===== config.mk =====
export PLATFORM = sky130hd
export DESIGN_NAME = rs_slot_scheduler
export DESIGN_NICKNAME = d
export VERILOG_FILES = /design/src/rtl/rs_slot_scheduler_pkg.sv /design/src/rtl/rs_slot_scheduler_picker.sv /design/src/rtl/rs_slot_scheduler.sv
export SDC_FILE = /design/constraint.sdc
export NUM_CORES = 1
export LEC_CHECK = 0
export ABC_CLOCK_PERIOD_IN_PS = 6150
export CORE_ASPECT_RATIO = 0.8
export CORE_MARGIN = 2
export CORE_UTILIZATION = 45
export CTS_CLUSTER_SIZE = 20
export DETAILED_ROUTE_END_ITERATION = 6
export PLACE_DENSITY = 0.68
export SLEW_MARGIN = 5
export SYNTH_ARGS = -nofsm -noshare
export SYNTH_HDL_FRONTEND = slang
export SYNTH_SLANG_ARGS = --single-unit

===== constraint.sdc =====
create_clock -name clk -period 6.15 [get_ports clk]
set_input_delay 0.9225 -clock clk [delete_from_list [all_inputs] [get_ports clk]]
set_output_delay 0.9225 -clock clk [all_outputs]
set_load 0.005 [all_outputs]

===== src/rtl/rs_slot_scheduler_pkg.sv =====
// Shared sizing, tag type and helpers for the reservation-station slot scheduler.
// Latency: n/a (types and constants only).
// Backpressure: n/a.
//
// The NO_FREE_TAG value is also used by the existing free-tag table, so any
// change here has to stay in step with that table.
package rs_slot_scheduler_pkg;

    localparam int RS_SIZE = 6;
    localparam int TAG_W   = 3;

    typedef logic [TAG_W-1:0]   tag_t;
    typedef logic [RS_SIZE-1:0] slot_vec_t;
    typedef logic [2:0]         cnt_t;

    localparam tag_t NO_FREE_TAG = 3'b111;

    // Result of the round-robin pick: valid flag plus selected slot.
    typedef struct packed {
        logic vld;
        tag_t tag;
    } pick_t;

    // Advance a slot tag by one, wrapping at RS_SIZE (not at 2^TAG_W).
    function automatic tag_t tag_wrap_inc(input tag_t t);
        tag_t r;
        if (t == tag_t'(RS_SIZE - 1)) begin
            r = '0;
        end else begin
            r = t + 1'b1;
        end
        return r;
    endfunction

endpackage


===== src/rtl/rs_slot_scheduler_picker.sv =====
// Round-robin picker: first set bit of req searching upward from rr_ptr, modulo RS_SIZE.
// Latency: purely combinational.
// Backpressure: none; the caller decides whether the pick is consumed.
//
// Ports:
//   req    - per-slot request vector (busy && ready)
//   rr_ptr - starting slot for the search, always 0..RS_SIZE-1
//   pick   - {vld, tag}; tag is NO_FREE_TAG when nothing is requested
module rs_rr_picker
    import rs_slot_scheduler_pkg::*;
(
    input  slot_vec_t req,
    input  tag_t      rr_ptr,
    output pick_t     pick
);

    logic [2*RS_SIZE-1:0] dbl;
    slot_vec_t            rot;
    tag_t                 off;
    logic                 found;
    logic [TAG_W:0]       sum;

    always_comb begin
        // Rotate so that slot rr_ptr lands at bit 0: duplicating the vector
        // lets a plain right shift do the modulo-RS_SIZE wrap.
        dbl   = {req, req} >> rr_ptr;
        rot   = dbl[RS_SIZE-1:0];
        found = |rot;

        // Lowest set bit of the rotated vector; descending loop so the
        // lowest index is the last write.
        off = '0;
        for (int j = RS_SIZE - 1; j >= 0; j--) begin
            if (rot[j]) begin
                off = tag_t'(j);
            end
        end

        // Undo the rotation, wrapping at RS_SIZE.
        sum = {1'b0, off} + {1'b0, rr_ptr};
        if (sum >= (TAG_W+1)'(RS_SIZE)) begin
            sum = sum - (TAG_W+1)'(RS_SIZE);
        end

        pick.vld = found;
        pick.tag = found ? sum[TAG_W-1:0] : NO_FREE_TAG;
    end

endmodule


===== src/rtl/rs_slot_scheduler.sv =====
// Slot scheduler for one reservation station: free-slot allocation, wakeup tracking, round-robin issue.
// Latency: dispatch/wake/issue take effect at the next clk edge; disp_tag and issue_tag are combinational from state.
// Backpressure: disp_ready drops when all slots are busy; issue holds its pick until issue_ready.
//
// Ports:
//   clk, rst        - clock, asynchronous active-high reset
//   flush           - clears every slot at the next edge, overriding everything else
//   disp_valid/disp_ready/disp_tag/disp_src_ready - dispatch handshake and allocated slot
//   wake_mask       - per-slot operands-complete pulse from the RS data array
//   issue_valid/issue_ready/issue_tag - issue handshake toward the execution unit
//   free_count      - registered count of free slots; empty when all are free
module rs_slot_scheduler
    import rs_slot_scheduler_pkg::*;
(
    input  logic               clk,
    input  logic               rst,
    input  logic               flush,
    input  logic               disp_valid,
    input  logic               disp_src_ready,
    output logic               disp_ready,
    output logic [TAG_W-1:0]   disp_tag,
    input  logic [RS_SIZE-1:0] wake_mask,
    output logic               issue_valid,
    output logic [TAG_W-1:0]   issue_tag,
    input  logic               issue_ready,
    output logic [2:0]         free_count,
    output logic               empty
);

    slot_vec_t busy;
    slot_vec_t rdy;
    tag_t      rr_ptr;
    cnt_t      free_cnt_q;

    slot_vec_t busy_d;
    slot_vec_t rdy_d;
    tag_t      rr_ptr_d;
    cnt_t      free_cnt_d;

    slot_vec_t disp_oh;
    slot_vec_t disp_set;
    slot_vec_t issue_clr;
    pick_t     issue_pick;
    logic      disp_fire;
    logic      issue_fire;

    // ------------------------------------------------------------------
    // Lowest-index free slot. Derived from busy only, so a slot freed by an
    // issue this cycle is not offered to dispatch until the next cycle and
    // dispatch and issue can never name the same slot.
    // ------------------------------------------------------------------
    always_comb begin
        disp_tag = NO_FREE_TAG;
        disp_oh  = '0;
        for (int i = RS_SIZE - 1; i >= 0; i--) begin
            if (!busy[i]) begin
                disp_tag = tag_t'(i);
                disp_oh  = slot_vec_t'(1) << i;
            end
        end
    end

    assign disp_ready = ~&busy;
    assign disp_fire  = disp_valid && disp_ready;

    // ------------------------------------------------------------------
    // Issue selection: registered busy/rdy only, so nothing dispatched or
    // woken this cycle can issue before the next one.
    // ------------------------------------------------------------------
    rs_rr_picker u_picker (
        .req    (busy & rdy),
        .rr_ptr (rr_ptr),
        .pick   (issue_pick)
    );

    assign issue_valid = issue_pick.vld;
    assign issue_tag   = issue_pick.tag;
    assign issue_fire  = issue_valid && issue_ready;

    // ------------------------------------------------------------------
    // Next-state
    // ------------------------------------------------------------------
    always_comb begin
        disp_set  = disp_fire ? disp_oh : '0;
        issue_clr = issue_fire ? (slot_vec_t'(1) << issue_tag) : '0;

        busy_d = (busy & ~issue_clr) | disp_set;

        // Wake only counts on busy slots. A slot being dispatched is not busy
        // yet, so its wake bit drops out here and its ready state comes from
        // disp_src_ready instead. A wake racing an issue of the same slot is
        // lost with the slot.
        rdy_d = ((rdy | (wake_mask & busy)) & ~issue_clr & ~disp_set)
              | (disp_src_ready ? disp_set : '0);

        rr_ptr_d = issue_fire ? tag_wrap_inc(issue_tag) : rr_ptr;

        case ({issue_fire, disp_fire})
            2'b10:   free_cnt_d = free_cnt_q + 3'd1;
            2'b01:   free_cnt_d = free_cnt_q - 3'd1;
            default: free_cnt_d = free_cnt_q;
        endcase
    end

    always_ff @(posedge clk or posedge rst) begin
        if (rst) begin
            busy       <= '0;
            rdy        <= '0;
            rr_ptr     <= '0;
            free_cnt_q <= cnt_t'(RS_SIZE);
        end else if (flush) begin
            // The execution unit still sees any issue handshake this cycle
            // and drops it through its own flush.
            busy       <= '0;
            rdy        <= '0;
            rr_ptr     <= '0;
            free_cnt_q <= cnt_t'(RS_SIZE);
        end else begin
            busy       <= busy_d;
            rdy        <= rdy_d;
            rr_ptr     <= rr_ptr_d;
            free_cnt_q <= free_cnt_d;
        end
    end

    assign free_count = free_cnt_q;
    assign empty      = (free_cnt_q == cnt_t'(RS_SIZE));

endmodule

# Yosys cells after proc, flatten, opt, wreduce, memory -nomap -nowiden
# Cells that the tools add are included.
# word_totals
reg_bits	18
# op_classes
shifts	2
eq_ne	4
add_sub_neg	5
n_bitwise	10
muxes	30
magnitude_cmp	1
n_reduce_logical	7
# op_table
cell	count
$mux W6	11
$mux W3	17
$and A6 B6 Y6	5
$or A6 B6 Y6	3
$not A6 Y6	2
$shr A12 B3 Y6	1
$add A3 B1 Y3 const B	2
$eq A3 B3 Y1 const B	2
$pmux W3 S2	1
$reduce_and A6 Y1	1
$reduce_or A6 Y1	1
$shl A1 B3 Y6 const A	1
$add A3 B3 Y4	1
$ge A4 B3 Y1 const B	1
$reduce_bool A3 Y1	1
$sub A3 B1 Y3 const B	1
$sub A3 B3 Y3 const B	1
$eq A2 B1 Y1 const B	1
$eq A2 B2 Y1 const B	1
$logic_and A1 B1 Y1	2
$mux W2	1
$reduce_bool A2 Y1	1
$logic_not A1 Y1	1

# Longest topological paths before layout
# Gate-level depths: netlist (run 1).
# depth
depth_word	19
mapped_depth	18
depth_no_buf	16

# By module
# Synthesis (run 1) repeated with hierarchy kept, for this count alone.
# unflattened
hier_cells	211
hier_area_um2	1729.2
# modules_own_cells
module	area_per_inst_um2	seq_area_each_um2	cells_per_inst	instances
rs_slot_scheduler	1102.3	452.9	129	1
rs_rr_picker	626.9	0.0	82	1

# Worst setup path after synthesis (run 1)
# No wires, ideal clock.
# synth_path
path_type	reg-to-output
start	register busy[1]
end	output issue_tag[2]
arrival_time_ns	2.959
required_time_ns	5.227
path_stages_with_launch	15
path_slack_ns	2.268
n_path_buf	1
path_cell_list	dfrtp_1 -> buf_2 -> nand2_1 -> mux4_2 -> mux2_2 -> nor2b_1 -> o21bai_1 -> a21oi_1 -> ha_1 -> fa_1 -> xnor2_1 -> and2_1 -> nor2b_1 -> nor3_1 -> inv_1
# synth_via
elab_chain_cells	12
# synth_rtl
element	line_no	rtl
from (decl)	rs_slot_scheduler.sv:30	slot_vec_t busy;
from (signal assigned)	rs_slot_scheduler.sv:119	busy <= busy_d;
$and A6 B6 Y6 *	rs_slot_scheduler.sv:71	.req (busy & rdy),
$shr A12 B3 Y6 *	rs_slot_scheduler_picker.sv:26	dbl = {req, req} >> rr_ptr;
$mux W3 (6 in series)	rs_slot_scheduler_picker.sv:34	if (rot[j]) begin
$add A3 B3 Y4	rs_slot_scheduler_picker.sv:40	sum = {1'b0, off} + {1'b0, rr_ptr};
$ge A4 B3 Y1 / $sub A3 B3 Y3 (equally long branches)	rs_slot_scheduler_picker.sv:41, rs_slot_scheduler_picker.sv:42	
$mux W3	rs_slot_scheduler_picker.sv:41	if (sum >= (TAG_W+1)'(RS_SIZE)) begin
$mux W3 *	rs_slot_scheduler_picker.sv:46	pick.tag = found ? sum[TAG_W-1:0] : NO_FREE_TAG;
to (decl)	rs_slot_scheduler.sv:24	output logic [TAG_W-1:0] issue_tag,
# Mark *: on every way between the ends. The rest lies on a longest branch, timed or not.

# Final worst setup path (run 1)
# layout_path
start	register rr_ptr[0]
end	output issue_tag[1]
# layout_via
elab_chain_cells	11
# layout_rtl
element	line_no	rtl
from (decl)	rs_slot_scheduler.sv:32	tag_t rr_ptr;
from (signal assigned)	rs_slot_scheduler.sv:121	rr_ptr <= rr_ptr_d;
$shr A12 B3 Y6	rs_slot_scheduler_picker.sv:26	
$mux W3 (6 in series)	rs_slot_scheduler_picker.sv:34	
$add A3 B3 Y4	rs_slot_scheduler_picker.sv:40	
$ge A4 B3 Y1 / $sub A3 B3 Y3 (equally long branches)	rs_slot_scheduler_picker.sv:41, rs_slot_scheduler_picker.sv:42	
$mux W3	rs_slot_scheduler_picker.sv:41	
$mux W3 *	rs_slot_scheduler_picker.sv:46	
# Marked as above.

==> impl_summary.log, run 1 <==
INFO  metric outcome = finished clean
INFO  metric wire_length_reported_by_the_detailed_router = 3840 um
INFO  metric insertedDiodeCount = 0
INFO  metric cts.sinks = 18
INFO  metric critPathArrivalTime = 4.10 ns
INFO  metric vias_per_instance = 5.86
INFO  metric grt_antenna_before_repair = 0
INFO  metric finalCriticalPeriod = 5.02 ns
INFO  metric number_of_buffers_inserted_by_port_buffering = 23
INFO  metric setup_viol = 0
INFO  metric drt_iter0_markers = 112
INFO  metric synth_enable_flop_cells = 0
INFO  metric finalPower = 312 uW
INFO  metric synthDistinctLibCells = 46
INFO  metric grt.total_usage = 20.2%
INFO  metric p_leak = 0.000759 uW
INFO  metric h-tree-depth = 1
INFO  metric synthCells = 192
INFO  metric power.ir.vdd_worst = 0.117 mV
INFO  metric drive_gt1_share = 8.29%
INFO  metric synth_warnings = 0
INFO  metric grt_pass1_wl = 6680 um
INFO  metric hold_path_startpoint = free_count[1]
INFO  metric gr-total-overflow = 0
INFO  metric unrepaired_setup_endpoints_after_global_routing = false
INFO  metric ctsRootBufferMaster = clkbuf_8
INFO  metric die_x = 71.5 um
INFO  metric initial_core_util = 47.3%
INFO  metric core_area = 3470 um^2
INFO  metric worstSetupPathType = reg2out
INFO  metric mappedNetlistNets = 210
INFO  metric die-area = 4150 um^2
INFO  metric highest_clock_rate = 199 MHz
INFO  metric routedWlPerCell = 15.6 um
INFO  metric r2r_cell_count = 15
INFO  metric post_cts.repair.setup_buffers = 0
INFO  metric worst_r2r_startpoint = rr_ptr[0]
INFO  metric critical_path_start_type = flop
INFO  metric synthesis.area = 1640 um^2
INFO  metric synth_async_reset_ratio = 100%
INFO  metric vias = 1448
INFO  metric avgSynthCellArea = 8.55 um^2
INFO  metric timing.critical_path.fanout_max = 20
INFO  metric maxSlewViolCount = 0
INFO  metric post_cts_resized = 0
INFO  metric cp_cell_sequence = mux4_2, mux2_2, nor2b_1, o21bai_1, a21oi_1, ha_1, fa_1, xnor2_1, nand2_1, mux2_2, nand2_1, clkdlybuf4s50_1
INFO  metric cp.required = 5.23 ns
INFO  metric holdPathStages = 2
INFO  metric clock_tree_from_tritoncts = done
INFO  metric cts.reportedPaths.clkPinSlew = 0.07 ns
INFO  metric critical_path.max_stage_delay = 0.70 ns
INFO  metric maximum_number_of_pins_on_one_net_before_global_route_repair = 23
INFO  metric min_delay_worst_endpoint = free_count[1]
INFO  metric cts.hold.buffers_added = 0
INFO  metric drc_errors = 0
INFO  metric final.setup.tns = 0 ns
INFO  metric placed_cells_incl_taps = 243
INFO  metric final_util = 54.7%
INFO  metric timing.slew.headroom = 44.8%
INFO  metric max-cap-violations = 0
INFO  metric synth_seq_cells = 18
INFO  metric worst-r2r-setup-slack = 2.04 ns
INFO  metric clock_latency = 0.26 ns
INFO  metric die_y = 58.0 um
INFO  metric critical_path_sink_type = output port
INFO  metric worst_pin_slew = 0.825 ns
INFO  metric skew = 0.00803 ns
INFO  metric dp.final_hpwl = 2860 um
INFO  metric boundaryPins = 24
INFO  metric critical-path-slowest-cell = dfrtp_1
INFO  metric drt-pass1-iter-count = 4
INFO  metric regToRegEndpoint = rdy[3]
INFO  metric max-clock-path-buffers = 2
INFO  metric flow.area_growth_from_synthesis = 15.7%
INFO  metric postSynth.topFlopCell = dfrtp_1
INFO  metric globalplace.congestion = 0.852
INFO  metric core.rowCount = 19
INFO  metric finish.net_count = 224
INFO  metric total_power_density_per_cell_area = 164 nW/um^2
INFO  metric timing.final.hold_violations = 0
INFO  metric first_global_vias = 1400
INFO  metric synth_seq_area_share = 27.6%
INFO  metric detail-route-antenna-nets = 0
INFO  metric timing.hold.worst.class = reg2reg
INFO  metric final_worst_path_period_share = 81.6%
INFO  metric final_cells = 247
INFO  metric cts_inserted_buffers = 3
[worst max-delay path by stage]
| stage | from | end | cells past startpoint |
|---|---|---|---|
| finish | rr_ptr[0] | issue_tag[1] | 12 |
| global route | rr_ptr[1] | issue_tag[1] | 11 |
| CTS | rr_ptr[0] | issue_tag[1] | 12 |
| detailed placement | rr_ptr[0] | issue_tag[2] | 13 |
| global placement | rr_ptr[0] | issue_tag[2] | 13 |
| floorplan | busy[1] | issue_tag[2] | 14 |
[cell usage in the layout (no fill, tap or decap), drive strengths merged, types with 3 or more instances in the layout]
master	instances
mux2	4
nand2b	4
o32ai	3
ha	4
o21ai	11
a21oi	13
nor2b	6
mux4	3
nand4bb	3
a211oi	3
nand4	5
nor3	6
dfrtp	16
nand4b	7
clkbuf	4
inv	12
nor2	18
nand2	18
nand3	3
clkdlybuf4s50	23
mux2i	11
[kinds of logic after synthesis]
group	Yosys count	synth area share, %
AO/OA/AOI/OAI	40	16.0
XOR/XNOR	3	2.06
adder cells (fa/ha/maj)	6	5.49
buffers and inverters	26	7.62
flip-flops	18	27.6
multiplexers	18	13.6
AND/OR/NAND/NOR	81	27.7
[state kept, by name (all words and copies together), names as in the netlist]
register    count
free_count      3
busy            6
rdy             6
rr_ptr          3
[cell type report]
type	count	area, um^2
fillers	328	1570
multi-input cells	148	1060
flip-flops and latches	18	453
repair buffers	23	230
clock buffers	4	55.1
well taps	42	52.6
inverters	12	45.0
[critical path, delay by kind of cell (launching register included)]
kind,cells,cell delay [ns]
AO/OA/AOI/OAI,2,0.22
XOR/XNOR,1,0.33
adder cells (fa/ha/maj),2,0.60
buffers and inverters,1,0.49
flip-flops,1,0.70
multiplexers,3,1.18
AND/OR/NAND/NOR,3,0.31
[synthesized netlist by cell type (2+ instances only)]
master,number,area (um^2)
mux2i_1,11,110
mux2_2,3,33.8
nand2b_1,4,25.0
and2_1,2,12.5
dfrtp_1,16,400
nand4_1,5,31.3
nand3_1,3,15.0
a21oi_1,13,65.1
mux4_2,3,67.6
nand2_1,18,67.6
and3_1,2,12.5
xnor2_1,2,17.5
inv_1,12,45.0
dfstp_2,2,52.6
a21o_1,2,15.0
a211oi_1,3,22.5
clkbuf_1,7,26.3
buf_6,2,22.5
nand4bb_1,3,33.8
buf_4,3,22.5
o21ai_0,10,50.1
o32ai_1,3,26.3
nor3b_1,2,15.0
ha_1,4,50.1
fa_1,2,40.0
and4_1,2,17.5
nor3_1,6,30.0
nand4b_1,7,61.3
nor2_1,18,67.6
nor2b_1,6,37.5
[metrics by stage]
step	area (um^2)	hold slack (ns)	setup slack [ns]
3_3_place_gp	1840	0.530	1.51
6_report	1900	0.550	1.13
4_1_cts	1900	0.550	1.12
2_1_floorplan	1640	0.513	2.27
3_5_place_dp	1840	0.531	1.39
5_1_grt	1900	0.592	0.775
[power breakdown]
part	switching, uW	internal [uW]	leakage, uW
sequential	10.6	126	0.000240
clock	40.2	56.9	0.0000288
combinational	35.2	43.0	0.000490
total	86.0	226	0.000759
[layer usage]
metal / up-vias / track usage [%] / routed length, um / part of all wire (%)
met5: - / 0 / 0 / 0
met2: 34 / 32.7 / 1800 / 47
met4: 0 / 4.04 / 16 / 0.42
met3: 2 / 3.30 / 171 / 4.5
met1: 698 / 29.0 / 1860 / 48
li1: 714 / - / - / -
(Power assumes the default switching activity.)
==> run 2: changes to the inputs <==
- ABC_CLOCK_PERIOD_IN_PS: 6150 -> 4300
- PLACE_DENSITY: 0.68 -> 0.71
- clock period: 6.15 -> 4.3 ns (I/O delays scaled with it)
==> impl_summary.log, run 2 (synthesized netlist as in run 1, its figures left out) <==
INFO  metric number_of_buffers_inserted_by_port_buffering = 23 (unchanged)
INFO  metric sw_frac_of_total = 27.9% (was 27.5%)
INFO  metric vias = 1630 (was 1448)
INFO  metric clock_group_share_of_total_power = 29.3% (was 31.1%)
INFO  metric placed_cells_incl_taps = 255 (was 243)
INFO  metric detail-route-antenna-nets = 0 (unchanged)
INFO  metric clock_latency = 0.25 ns (was 0.26 ns)
INFO  metric wire_length_reported_by_the_detailed_router = 4470 um (was 3840 um)
INFO  metric vias_per_instance = 5.93 (was 5.86)
INFO  metric final.setup.tns = 0 ns (unchanged)
INFO  metric final_cells = 275 (was 247)
INFO  metric critPathTopFamily = simple AND/OR/NAND/NOR gates (was multiplexers)
INFO  metric cts_inserted_buffers = 3 (unchanged)
INFO  metric grt_pass1_wl = 7130 um (was 6680 um)
INFO  metric die-area = 4150 um^2 (unchanged)
INFO  metric routedWlPerCell = 16.2 um (was 15.6 um)
INFO  metric critical_path_start_type = flop (unchanged)
INFO  metric setup_viol = 0 (unchanged)
INFO  metric flow.area_growth_from_synthesis = 34.2% (was 15.7%)
INFO  metric timing.hold.worst.class = reg2reg (unchanged)
INFO  metric p_int = 339 uW (was 226 uW)
INFO  metric worst_pin_slew = 0.840 ns (was 0.825 ns)
INFO  metric max-clock-path-buffers = 2 (unchanged)
INFO  metric critical-path-slowest-cell = dfrtp_2 (was dfrtp_1)
INFO  metric total_power_density_per_cell_area = 214 nW/um^2 (was 164 nW/um^2)
INFO  metric cp_cell_sequence = buf_6, nand4bb_1, and4_1, mux2_4, nor2b_1, o21bai_1, a21oi_1, ha_2, fa_2, xnor2_4, and2_1, nor2b_2, nor3_2, inv_1, dlymetal6s2s_1 (was mux4_2, mux2_2, nor2b_1, o21bai_1, a21oi_1, ha_1, fa_1, xnor2_1, nand2_1, mux2_2, nand2_1, clkdlybuf4s50_1)
INFO  metric maximum_number_of_pins_on_one_net_before_global_route_repair = 23 (unchanged)
INFO  metric timing.final.hold_violations = 0 (unchanged)
INFO  metric final_worst_path_period_share = 93.8%
INFO  metric critical_path_source = rr_ptr[0] (unchanged)
INFO  metric critical_path.max_stage_delay = 0.45 ns (was 0.70 ns)
INFO  metric regToRegEndpoint = rdy[3] (unchanged)
INFO  metric cts.hold.buffers_added = 0 (unchanged)
INFO  metric timing.hold.ws = 0.538 ns (was 0.550 ns)
INFO  metric power.ir.vdd_worst = 0.273 mV (was 0.117 mV)
INFO  metric skew = 0.00356 ns (was 0.00803 ns)
INFO  metric r2r_cell_count = 19 (was 15)
INFO  metric timing.critical_path.fanout_max = 8 (was 20)
INFO  metric critical_path_sink_type = output port (unchanged)
INFO  metric hold_path_startpoint = free_count[1] (unchanged)
INFO  metric h-tree-depth = 1 (unchanged)
INFO  metric ctsRootBufferMaster = clkbuf_8 (unchanged)
INFO  metric globalplace.congestion = 0.878 (was 0.852)
INFO  metric p_leak = 0.000917 uW (was 0.000759 uW)
INFO  metric drive_gt1_share = 25.8% (was 8.29%)
INFO  metric maxSlewViolCount = 0 (unchanged)
INFO  metric drt_iter0_markers = 133 (was 112)
INFO  metric timing.slew.headroom = 43.8% (was 44.8%)
INFO  metric placed_cell_area = 1930 um^2 (was 1840 um^2)
INFO  metric layout.cells.most_common = buf_4 (was clkdlybuf4s50_1)
INFO  metric core_area = 3470 um^2 (unchanged)
INFO  metric min_delay_worst_endpoint = free_count[1] (unchanged)
INFO  metric worstSetupPathType = reg2out (unchanged)
INFO  metric unrepaired_setup_endpoints_after_global_routing = false (unchanged)
INFO  metric grt.total_usage = 21.9% (was 20.2%)
INFO  metric core.rowCount = 19 (unchanged)
INFO  metric max-cap-violations = 0 (unchanged)
INFO  metric share_comb_of_total_power = 29.9% (was 25.0%)
INFO  metric grt_antenna_before_repair = 0 (unchanged)
INFO  metric biggestRegsByFlops = busy: 6 flops, rdy: 6 flops (unchanged)
INFO  metric mostFrequentLayoutCells = 27 x buf_4, 21 x clkdlybuf4s50_1, 18 x nor2_1, 15 x nand2_1, 14 x dfrtp_1 (was 23 x clkdlybuf4s50_1, 18 x nor2_1, 18 x nand2_1, 16 x dfrtp_1, 13 x a21oi_1)
INFO  metric gr-total-overflow = 0 (unchanged)
INFO  metric die_x = 71.5 um (unchanged)
INFO  metric insertedDiodeCount = 0 (unchanged)
INFO  metric holdPathStages = 2 (unchanged)
INFO  metric worst-r2r-setup-slack = 0.52 ns (was 2.04 ns)
INFO  metric drt-pass1-iter-count = 4 (unchanged)
INFO  metric fin_area = 2200 um^2 (was 1900 um^2)
INFO  metric critPathArrivalTime = 3.39 ns (was 4.10 ns)
INFO  metric power_switching = 131 uW (was 86.0 uW)
INFO  metric outcome = finished clean (unchanged)
INFO  metric drc_errors = 0 (unchanged)
INFO  metric boundaryPins = 24 (unchanged)
INFO  metric worst_r2r_startpoint = rr_ptr[0] (unchanged)
INFO  metric initial_core_util = 47.3% (unchanged)
INFO  metric dp.final_hpwl = 3160 um (was 2860 um)
INFO  metric cts.reportedPaths.clkPinSlew = 0.07 ns (about the same)
INFO  metric cp.required = 3.65 ns (was 5.23 ns)
INFO  metric finish.net_count = 252 (was 224)
INFO  metric cts.sinks = 18 (unchanged)
INFO  metric first_global_vias = 1569 (was 1400)
INFO  metric power.share.sequential = 40.8% (was 43.9%)
INFO  metric highest_clock_rate = 248 MHz
INFO  metric finalCriticalPeriod = 4.03 ns
INFO  metric die_y = 58.0 um (unchanged)
INFO  metric worst-path-buf-inv = 3 (was 1)
INFO  metric clock_tree_from_tritoncts = done (unchanged)
==> run 2: cell types whose count changed in the layout (fill, tap and decap cells not counted), sizes merged <==
| cell | delta |
|---|---|
| clkdlybuf4s50 | -2 |
| buf | +28 |
| dlymetal6s2s | +2 |
==> run 2: worst max path at each step <==
stage	slack [ns]	to	depth (start not counted)
floorplan	0.70	issue_tag[2]	14
global placement	0.17	issue_tag[1]	14
detailed placement	-0.01	issue_tag[2]	15
CTS	0.002	issue_tag[1]	15
global route	0.09	issue_tag[2]	16
finish	0.27	issue_tag[2]	15
==> run 2: layer usage <==
metal	vias up	GRT usage, %	part of all wire, %
met5	-	0	0
met4	0	6.47	1.4
met3	6	1.91	5.4
met2	56	39.3	50
met1	793	28.5	43
li1	775	-	-
==> run 2: worst register-to-register path, stage by stage (launching register included) <==
cell and delay (ns):
dfrtp_2 0.45, buf_6 0.15, nand4bb_1 0.18, and4_1 0.24, mux2_4 0.27, nor2b_1 0.13
o21bai_1 0.15, a21oi_1 0.09, ha_2 0.22, fa_2 0.38, xnor2_4 0.17, and2_1 0.17
nor2b_2 0.15, nor3_2 0.19, buf_4 0.14, buf_4 0.09, ha_1 0.13, inv_1 0.05
o21ai_0 0.18, o21ai_0 0.13
==> run 2: power by group through the flow <==
stage          Combinational, uW  Clock [uW]  Sequential, uW
2_1_floorplan               73.2           0             191
4_1_cts                      136         140             191
3_3_place_gp                 119           0             194
3_5_place_dp                 122           0             195
5_1_grt                      154         148             193
6_report                     141         138             192
==> run 2: cell type report <==
class | count | area [um^2]
multi-input combinational | 148 | 1150
fill | 294 | 1270
tap | 42 | 52.6
timing repair buffer | 51 | 449
sequential | 18 | 455
inverter | 12 | 45.0
clock buffer | 4 | 55.1
==> run 2: per-stage QoR <==
stage / setup WS [ns] / utilization (%) / total power, uW
after CTS: 0.00208 / 60.5 / 468
after detailed placement: -0.0127 / 55.7 / 316
after floorplan: 0.696 / - / 264
final: 0.265 / 63.5 / 471
after global routing: 0.0945 / 63.5 / 495
after global placement: 0.169 / 55.7 / 313
==> run 2: repair_timing <==
item                                   in CTS  in global routing
buffers inserted                            9                  7
setup endpoints to repair                   2                  2
pin swaps                                   6                  4
gates resized for setup                    13                 12
gates cloned                                0                  0
endpoints found under the hold margin       0                  0
==> run 3: changes to the inputs <==
- CTS_CLUSTER_DIAMETER: default -> 30
- TNS_END_PERCENT: default -> 50
==> results of run 3 <==
Same layout as run 2: the final DEF is identical, and so are final timing and power.
